### src/rtl/pipe_stage.sv
// pipe_stage: valid/ready pipeline register with 2-entry skid buffer, stall and flush; optional perf counters via `PIPE_STAGE_PERF_EN`
module pipe_stage #(
    parameter int WIDTH = 32,
    parameter logic [WIDTH-1:0] RESET_VAL = '0,
    parameter bit CLEAR_ON_FLUSH = 1'b1
`ifdef PIPE_STAGE_PERF_EN
    ,
    parameter int CNT_W = 16
`endif
) (
    input  logic             clk,
    input  logic             reset,
    input  logic             in_valid,
    output logic             in_ready,
    input  logic [WIDTH-1:0] data_in,
    output logic             out_valid,
    input  logic             out_ready,
    output logic [WIDTH-1:0] data_out,
    input  logic             stall,
    input  logic             flush,
    output logic [1:0]       occupancy
`ifdef PIPE_STAGE_PERF_EN
    ,
    output logic [CNT_W-1:0] bp_cnt,
    output logic [CNT_W-1:0] flush_cnt
`endif
);
    typedef enum logic [1:0] {EMPTY, FULL, SKID} state_t;

    state_t state, state_d;
    logic [WIDTH-1:0] main_q, main_d, skid_q, skid_d;
    logic in_fire, out_fire;

    assign in_ready  = (state != SKID) && !stall;
    assign out_valid = (state != EMPTY);
    assign data_out  = main_q;
    assign occupancy = (state == SKID) ? 2'd2 : (state == FULL) ? 2'd1 : 2'd0;
    assign in_fire   = in_valid && in_ready;
    assign out_fire  = out_valid && out_ready && !stall;

    // Next state and payload moves; flush overrides every handshake outcome
    always_comb begin
        state_d = state;
        main_d  = main_q;
        skid_d  = skid_q;
        if (flush) begin
            state_d = EMPTY;
            main_d  = CLEAR_ON_FLUSH ? RESET_VAL : main_q;
            skid_d  = CLEAR_ON_FLUSH ? RESET_VAL : skid_q;
        end else begin
            case (state)
                EMPTY: begin
                    state_d = in_fire ? FULL : EMPTY;
                    main_d  = in_fire ? data_in : main_q;
                end
                FULL: begin
                    state_d = (in_fire && !out_fire) ? SKID : (!in_fire && out_fire) ? EMPTY : FULL;
                    main_d  = (in_fire && out_fire) ? data_in : main_q;
                    skid_d  = (in_fire && !out_fire) ? data_in : skid_q;
                end
                SKID: begin
                    state_d = out_fire ? FULL : SKID;
                    main_d  = out_fire ? skid_q : main_q;
                end
                default: state_d = EMPTY;
            endcase
        end
    end

    // State and payload registers, cleared asynchronously
    always_ff @(posedge clk or negedge reset) begin
        if (!reset) begin
            state  <= EMPTY;
            main_q <= RESET_VAL;
            skid_q <= RESET_VAL;
        end else begin
            state  <= state_d;
            main_q <= main_d;
            skid_q <= skid_d;
        end
    end

`ifdef PIPE_STAGE_PERF_EN
    // Saturating counters for blocked-output cycles and flushes that kill a payload
    always_ff @(posedge clk or negedge reset) begin
        if (!reset) begin
            bp_cnt    <= '0;
            flush_cnt <= '0;
        end else begin
            if (out_valid && !out_fire && bp_cnt != '1) bp_cnt <= bp_cnt + CNT_W'(1);
            if (flush && out_valid && flush_cnt != '1) flush_cnt <= flush_cnt + CNT_W'(1);
        end
    end
`endif
endmodule

### config.mk
export PLATFORM = sky130hd
export DESIGN_NAME = pipe_stage
export DESIGN_NICKNAME = d
export VERILOG_FILES = /design/src/rtl/pipe_stage.sv
export SDC_FILE = /design/constraint.sdc
export NUM_CORES = 1
export LEC_CHECK = 0
export CORE_MARGIN = 4
export CORE_UTILIZATION = 50
export DETAILED_ROUTE_END_ITERATION = 10
export PLACE_DENSITY = 0.8
export SETUP_SLACK_MARGIN = 0.5
export SLEW_MARGIN = 10
export SYNTH_ARGS = -nofsm -noshare
export SYNTH_HDL_FRONTEND = slang
export SYNTH_SLANG_ARGS = --single-unit
### constraint.sdc
create_clock -name clk -period 2.7 [get_ports clk]
set_clock_uncertainty 0.2 [all_clocks]
set_input_delay 0.54 -clock clk [delete_from_list [all_inputs] [get_ports clk]]
set_output_delay 0.54 -clock clk [all_outputs]
set_load 0.05 [all_outputs]
==> results.cfg <==
[synthesis]
ys_async_sr_fraction = 1.00
ys_types = 28
ys_warn_count = 0
postSynthCellCount = 248
seq_area_frac_synth = 0.507
syn_avg_cell_area_um2 = 13.1
synthFlopType = dfrtp_1
synth_edf_count = 0
synth-seq-cells = 66
syn_nets = 287
netlist_area_um2 = 3260

[final_layout]
syn_to_final_growth_pct = 35.3
fin_nets = 367
final_area_um2 = 4410
antenna_cells = 0
drive_gt1_frac = 0.261

[placement]
routabilityCongestion = 0.750
hpwlAfterDp_um = 5290
place_area_um2 = 4080
io_buffers = 73

[pwr]
power.internal_mw = 1.64
p_leak_nw = 1.93
power.share.sequential = 0.444
p_sw_uw = 765
combPwrFrac = 0.222
swShare = 0.317
power.share.clock = 0.334
ir_worst_vdd_mv = 0.356
power.density_nw_per_um2 = 547

[floorplan]
die_y_um = 88.7
rows = 29
core_area_um2 = 6350
dieArea_um2 = 7870
dieWidth_um = 88.7
io_pins = 74
start_util = 0.513

[clock_network]
hold_buffers = 0
numClockSinks = 66
numCtsBuffers = 9
clk_latency_ps = 330
clock_path_buffers = 2
cts.clk_slew.worst_paths_ps = 70
cts-root-buf = clkbuf_8
cts_max_level = 3
cts_tree = built

[sta]
whs_ps = 69.4
rsz0062_at_grt = yes
drv_slew = 0
post-route-min-period_ps = 2190
tightest_slew_ps = 760
maxSlewHeadroom = 0.493
setup-violations-final = 0
period_share = 0.812
clock.fmax_mhz = 456
hold_viol = 0

[critical_path]
required_ps = 2710
crit_path_start_kind = register
crit_fanout = 8
worstPathArrival_ps = 2200
crit_type = register to register
end_kind = register

[global_routing]
first_global_vias = 2635
grt.total_usage = 0.231
antenna_found_initial = 0
grt_max_degree = 35
grt_first_pass_wirelength_um = 13900
grt_overflow = 0

[routing]
routed_wirelength_um = 8750
wl_met1_um = 3700
initialDrtViolationCount = 212
met3_length_um = 480
route.antenna.remaining_nets = 0
vias = 2566
viasPerCell = 6.26
firstDrtPassIters = 4
met2WireLength_um = 4400
drc = 0
drt-wirelength-per-cell_um = 21.3
routed.top_layer = met4

[run]
max_cap_viol_count = 0

[outcome]
outcome = finished, final reports clean

[min_path]
min_path_type = input pin to asynchronous set/reset pin
synthesized netlist by cell type, types with 2 or more instances:
master     number  share of area
dfrtp_1        66           0.51
mux2i_1        33           0.10
a22o_1         32          0.086
o2111ai_1      32          0.086
o31ai_2        30           0.12
clkbuf_1       17          0.020
buf_2           9          0.014
buf_6           4          0.014
nor2_1          3         0.0035
nand2b_1        2         0.0038
nor2b_1         2         0.0038
o31ai_1         2         0.0046
critical path, stage by stage, from the launching register on:
cell      delay [ps]
dfrtp_2          440
or2_2            330
and2_1           160
ha_1             190
nand3b_1         180
buf_4            160
o211a_4          190
buf_12           140
o31ai_2           60
cell families (layout without fill, tap and decap cells):
group	after synthesis	in the layout	share of synthesized area
AOI/OAI and AO/OA	101	103	0.306
DFF	66	66	0.507
muxes	33	33	0.101
buffers and inverters	32	115	0.0496
and+or+nand+nor	15	15	0.0315
adders and majority gates	1	1	0.00384
final timing paths:
path / slack (ps) / start / depth (start not counted) / endpoint
worst max-delay path: 510 / state[1] / 8 / data_out[23]
worst min-delay path: 70 / reset / 1 / skid_q[16]
worst max register to register: 510 / state[1] / 8 / data_out[23]
worst min register to register: 300 / skid_q[23] / 1 / skid_q[23]
max in group asynchronous: 1580 / reset / 2 / data_out[15]
min in group clk: 300 / skid_q[23] / 1 / skid_q[23]
power by group through the flow:
stage               registers, mW  clock network, mW  logic, mW
CTS                          1.07              0.806      0.534
detailed placement           1.09                  0      0.544
floorplan                    1.23                  0      0.175
finish                       1.07              0.803      0.535
global route                 1.07              0.864      0.567
global placement             1.09                  0      0.536
state kept, by name (all words and copies together), names as in the netlist:
register and cells:
data_out 32, skid_q 32, state 2
final cells by class:
cell class                      count  area [um2]
Clock buffer                       11         131
Clock inverter                      5        55.1
Fill cell                         465        1940
Inverter                            2        7.51
Multi-Input combinational cell    152        1510
Sequential cell                    66        1650
Tap cell                           77        96.3
Timing Repair Buffer               97         951
cells in the final DEF, fill, tap and decap left out, drive strengths merged, types with 2 or more instances in the layout:
cell type | Yosys | layout
o211a | 1 | 3
a22o | 32 | 32
o31ai | 32 | 32
buf | 13 | 29
nor2 | 3 | 3
or2 | 2 | 2
clkinvlp | 0 | 2
clkdlybuf4s50 | 0 | 32
nor2b | 2 | 2
clkinv | 1 | 3
dfrtp | 66 | 66
nand2b | 2 | 2
o2111ai | 32 | 32
dlygate4sd2 | 0 | 35
mux2i | 33 | 33
clkbuf | 17 | 12
through the flow:
step           utilization  std cells  setup slack (ps)  setup TNS (ps)  total power [mW]
2_1_floorplan            -        248               507               0              1.41
3_5_place_dp         0.643        383             -9.14           -9.14              1.63
6_report             0.694        410               506               0              2.41
3_3_place_gp         0.643        383              41.9               0              1.62
4_1_cts              0.685        407               442               0              2.41
5_1_grt              0.694        410               421               0              2.51
layer usage:
| layer | up-vias | GRT usage |
|---|---|---|
| li1 | 1157 | - |
| met1 | 1295 | 0.315 |
| met2 | 97 | 0.368 |
| met3 | 17 | 0.0503 |
| met4 | 0 | 0.0755 |
| met5 | - | 0 |
repair_timing:
action                     in CTS  in global routing
hold endpoints to repair        0                  0
gates cloned                    2                  1
pin swaps                       1                  0
setup endpoints to repair      68                 35
setup buffers                   6                  2
resized for setup              52                  9
Power figures use the tool's default switching activity.
==> patch 1, RTL diff (same flow settings) <==
The parameter `WIDTH` goes from 32 to 64.
--- a/src/rtl/pipe_stage.sv
+++ b/src/rtl/pipe_stage.sv
@@ -2,3 +2,3 @@
 module pipe_stage #(
-    parameter int WIDTH = 32,
+    parameter int WIDTH = 64,
     parameter logic [WIDTH-1:0] RESET_VAL = '0,
Ports: changed (resized data_in and data_out); port bits go from 74 to 138. The function was not compared with the original's and may differ.
==> patch 1 against the unedited design <==
Total power rose by 130%; non-clock buffer count rose by 86; hold slack improved by 0.23 ns; synthesized area rose by 84%; sequential cell count rose by 64; worst setup slack got worse by 0.021 ns; cell count rose by 87%; cell area rose by 97%; wire length rose by 120%.
==> patch 1: results (changes against the unedited design) <==
[cells_and_area]
buf_share_pct = 22.2  ; was 21.6%
multi_input_area_mm2 = 0.00272  ; was 0.00151 mm2
final_util_pct = 74.9  ; was 69.4%
clock_buffers = 22  ; was 11
final_nets = 684  ; was 367
drive_gt1_share_pct = 21.1  ; was 26.1%
stdcell_count = 765  ; was 410
num-nonclk-buffers = 183  ; was 97
fill_cells = 733  ; was 465
seq_cell_count = 130  ; was 66
seq-cell-share_pct = 37.6  ; was 37.5%

[outcome]
status = finished, final reports clean  ; unchanged

[worst_setup_path]
cp.arrival_ns = 2.34  ; was 2.20 ns
reg2reg_to = data_out[19]  ; was data_out[23]
cp_max_fo = 27  ; was 8
r2r_slack_ns = 0.49  ; was 0.51 ns
r2r_start = state[0]  ; was state[1]
critical_path.startpoint = state[0]  ; was state[1]

[timing]
max_slew.worst_pin.slew_ns = 0.624  ; was 0.760 ns
period_share_pct = 82.0  ; was 81.2%
holdWs_ns = 0.295  ; was 0.0694 ns

[power]
ir_drop_v = 0.000359  ; was 0.000356 V
p_leak_nw = 3.80  ; was 1.93 nW
pg_seq_mw = 2.12  ; was 1.07 mW
p_sw_mw = 1.56  ; was 0.765 mW

[synth]
synth_nets = 545  ; was 287
ys_seq_area_share_pct = 54.4  ; was 50.7%
synth_area_leaders = dfrtp_1, mux2i_1, a22o_1, o2111ai_1, o31ai_1  ; was dfrtp_1, o31ai_2, mux2i_1, a22o_1, o2111ai_1
synth.area.mux_share_pct = 10.9  ; was 10.1%
synth_fa_ha_area_share_pct = 0.209  ; was 0.384%
synth-compound-area-share_pct = 27.4  ; was 30.6%
synth_cell_types = 27  ; was 28

[global_route]
grt_pass1_wl_um = 28200  ; was 13,900 um
grtUsageTotal_pct = 25.5  ; was 23.1%

[clock_tree]
htreeDepth = 4  ; was 3
cts_made_buffers = 17  ; was 9
cts_root_buf = clkbuf_16  ; was clkbuf_8
clock_latency_ns = 0.41  ; was 0.33 ns

[place]
place_ws_ns = 0.0452  ; was -0.00914 ns
place.gp.congestion = 0.828  ; was 0.750
io_buffers = 137  ; was 73

[detailed_routing]
drt-met1-wl_um = 7960  ; was 3700 um
wl_met2_um = 9130  ; was 4400 um
post_drt_wl_per_cell_um = 24.9  ; was 21.3 um
dr.pass1.iters = 7  ; was 4
dr_wl_met3_um = 1510  ; was 480 um
first_iter_violations = 609  ; was 212
dr_total_vias = 5176  ; was 2,566

[hold_path]
worst_hold_path_type = register to register  ; was input pin to async pin

-- patch 1: cell types whose count changed in the layout (fill, tap and decap cells not counted), sizes merged, moves of 2 or more --
cell,unedited run,this run
dlymetal6s2s,0,2
o2111ai,32,64
clkdlybuf4s50,32,64
buf,29,43
o31ai,32,64
a22o,32,64
mux2i,33,65
clkbuf,12,28
bufbuf,0,2
dfrtp,66,130
clkinvlp,2,0
dlygate4sd2,35,65
-- patch 1: timing repair --
item,in CTS,in global routing
endpoints found under the hold margin,34,0
resized for setup,80,55
hold buffers,1,0
pin swaps,0,9
setup endpoints to repair,105,67
buffers inserted,3,10
cloned,2,8
-- patch 1: layer usage --
| metal | GRT usage [%] | vias to the layer above |
|---|---|---|
| met5 | 0 | - |
| met4 | 9.53 | 0 |
| met3 | 6.30 | 46 |
| met2 | 39.8 | 285 |
| met1 | 34.8 | 2646 |
| li1 | - | 2199 |
==> patch 2, RTL diff (config.mk and constraints unchanged) <==
Without the edit above. The 3 states of `state_t` get a one-hot encoding in 3 bits.
--- a/src/rtl/pipe_stage.sv
+++ b/src/rtl/pipe_stage.sv
@@ -27,3 +27,3 @@
 );
-    typedef enum logic [1:0] {EMPTY, FULL, SKID} state_t;
+    typedef enum logic [2:0] {EMPTY = 3'b001, FULL = 3'b010, SKID = 3'b100} state_t;
 
Formal check against the unedited RTL: same outputs for any inputs over 10 cycles, from zero or initial values and one cycle with reset low; not proved beyond that.
==> patch 2 against the unedited design <==
Sequential cell count rose by 1; combinational power fell by 3.9%; first-iteration DRC count fell by 43%; worst setup slack got worse by 0.30 ns; count of clock-buffer cells in the layout fell by 2; clock power rose by 31%; synthesized area fell by 4.5%; core utilization rose by 12 points; wire length rose by 9.4%; total power rose by 8.8%; cell area rose by 11%; critical endpoint is now data_out[19]; largest cell class unchanged.
==> patch 2: results (changes against the unedited design) <==
[outcome]
status = finished, final reports clean  ; unchanged

[detailed_routing]
routed_wl_um = 9580  ; was 8750 um
first_iter_violations = 121  ; was 212
vias_per_cell = 6.05  ; was 6.26
dr.pass1.iters = 4  ; unchanged
dr_total_vias = 2681  ; was 2,566

[place]
io_buffers = 73  ; unchanged
postPlaceCellArea_mm2 = 0.00411  ; was 0.00408 mm2
detailedPlacementHpwl_um = 5080  ; was 5290 um
place_inst = 394  ; was 383
place.gp.congestion = 0.760  ; was 0.750

[worst_setup_path]
cp_max_fo = 11  ; was 8
cp.arrival_ns = 2.49  ; was 2.20 ns

[synth]
synth_area_leaders = dfrtp_1, mux2i_1, a22o_1, a211oi_1, nor3_1  ; was dfrtp_1, o31ai_2, mux2i_1, a22o_1, o2111ai_1
synth_nets = 294  ; was 287
ys_seq_area_share_pct = 54.0  ; was 50.7%
ys_warn_count = 0  ; unchanged
ys_top_cells_by_count = dfrtp_1, nor3_1, a22o_1, mux2i_1, a211oi_1  ; was dfrtp_1, mux2i_1, a22o_1, o2111ai_1, o31ai_2
syn_inst = 253  ; was 248
async_reset_ff_share_pct = 100  ; unchanged
synth_cell_types = 31  ; was 28

[clock_tree]
cts.path.max_buffers = 2  ; unchanged
cts_made_buffers = 9  ; unchanged
clkTransAtPathRegs_ns = 0.08
htreeDepth = 3  ; unchanged
cts_root_buf = clkbuf_8  ; unchanged
clock_latency_ns = 0.35  ; was 0.33 ns

[cells_and_area]
drive_gt1_share_pct = 34.0  ; was 26.1%
fill_cells = 343  ; was 465
final_nets = 404  ; was 367
num_antenna_cells = 0  ; unchanged

[global_route]
antenna_found_initial = 0  ; unchanged
grt_max_degree = 48  ; was 35
first_global_vias = 2797  ; was 2,635
grt_pass1_wl_um = 14600  ; was 13,900 um
grtUsageTotal_pct = 25.3  ; was 23.1%

[hold_path]
worst_hold_path_type = register to register  ; was input pin to async pin

[timing]
relSlewSlack_pct = 61.7  ; was 49.3%

[power]
p_leak_nw = 2.15  ; was 1.93 nW
ir_drop_v = 0.000406  ; was 0.000356 V

-- patch 2: cell types whose count changed after synthesis, sizes merged, moves of 2 or more --
cell and change:
clkbuf -5, ha +2, a21oi +2, a211oi +32
nor3 +33, o2111ai -32, inv +2, o31ai -32
nor2b +2
-- patch 2: timing repair --
item,in CTS,in global routing
buffers inserted,11,15
pin swaps,5,16
endpoints found under the hold margin,20,0
gates cloned,4,2
endpoints found under the setup margin,99,70
hold buffers,1,0
resized for setup,61,19
-- patch 2: routing by layer --
layer / vias up / routed length (um) / share of wire [%] / GRT usage, %
li1: 1178 / - / - / -
met1: 1374 / 3950 / 41 / 34.7
met2: 111 / 4830 / 50 / 39.7
met3: 18 / 593 / 6.2 / 5.80
met4: 0 / 212 / 2.2 / 8.36
met5: - / 0 / 0 / 0
-- patch 2: final timing paths --
path | cells after the start | startpoint | slack (ns) | endpoint
max | 9 | state[0] | 0.21 | data_out[19]
min | 1 | skid_q[10] | 0.31 | skid_q[10]
max reg2reg | 9 | state[0] | 0.21 | data_out[19]
min reg2reg | 1 | skid_q[10] | 0.31 | skid_q[10]
max in group asynchronous | 3 | reset | 1.08 | state[0]
min in group asynchronous | 2 | reset | 0.54 | skid_q[19]
-- patch 2: critical path, stage by stage (launching register included) --
cell and delay [ns]:
dfstp_2 0.57, or3b_4 0.39, nor2b_4 0.15, ha_4 0.15, nand3b_1 0.12, a21oi_4 0.08
buf_4 0.15, buf_8 0.13, nor3_1 0.31, a211oi_2 0.10
-- patch 2: cells by family (layout without fill, tap and decap cells) --
family	count (synthesis)	in the layout	share of synthesized area, %
compound gates	71	72	20.0
fa+ha+maj	3	3	1.21
buf+inv	27	141	4.95
flops	67	67	54.0
mux	32	32	10.3
simple gates	53	53	9.58
-- patch 2: report_power, final --
group	total [mW]	internal, mW	switching, mW
combinational	0.514	0.205	0.309
sequential	1.06	1.04	0.0217
clock	1.05	0.622	0.426
total	2.62	1.86	0.757
-- patch 2: per-stage QoR --
step	setup WS [ns]	utilization, %
2_1_floorplan	0.183	-
3_3_place_gp	-0.139	68.5
3_5_place_dp	-0.160	68.5
4_1_cts	0.301	77.5
5_1_grt	0.146	81.6
6_report	0.210	81.6
-- patch 2: layout make-up --
| type | instances | area [um2] | share of cell area [%] |
|---|---|---|---|
| clock inverters | 7 | 124 | 2.53 |
| clock buffers | 9 | 124 | 2.53 |
| inverters | 3 | 13.8 | 0.281 |
| well taps | 75 | 93.8 | 1.92 |
| multi-input cells | 160 | 1500 | 30.7 |
| flip-flops and latches | 67 | 1680 | 34.4 |
| repair buffers | 122 | 1350 | 27.6 |
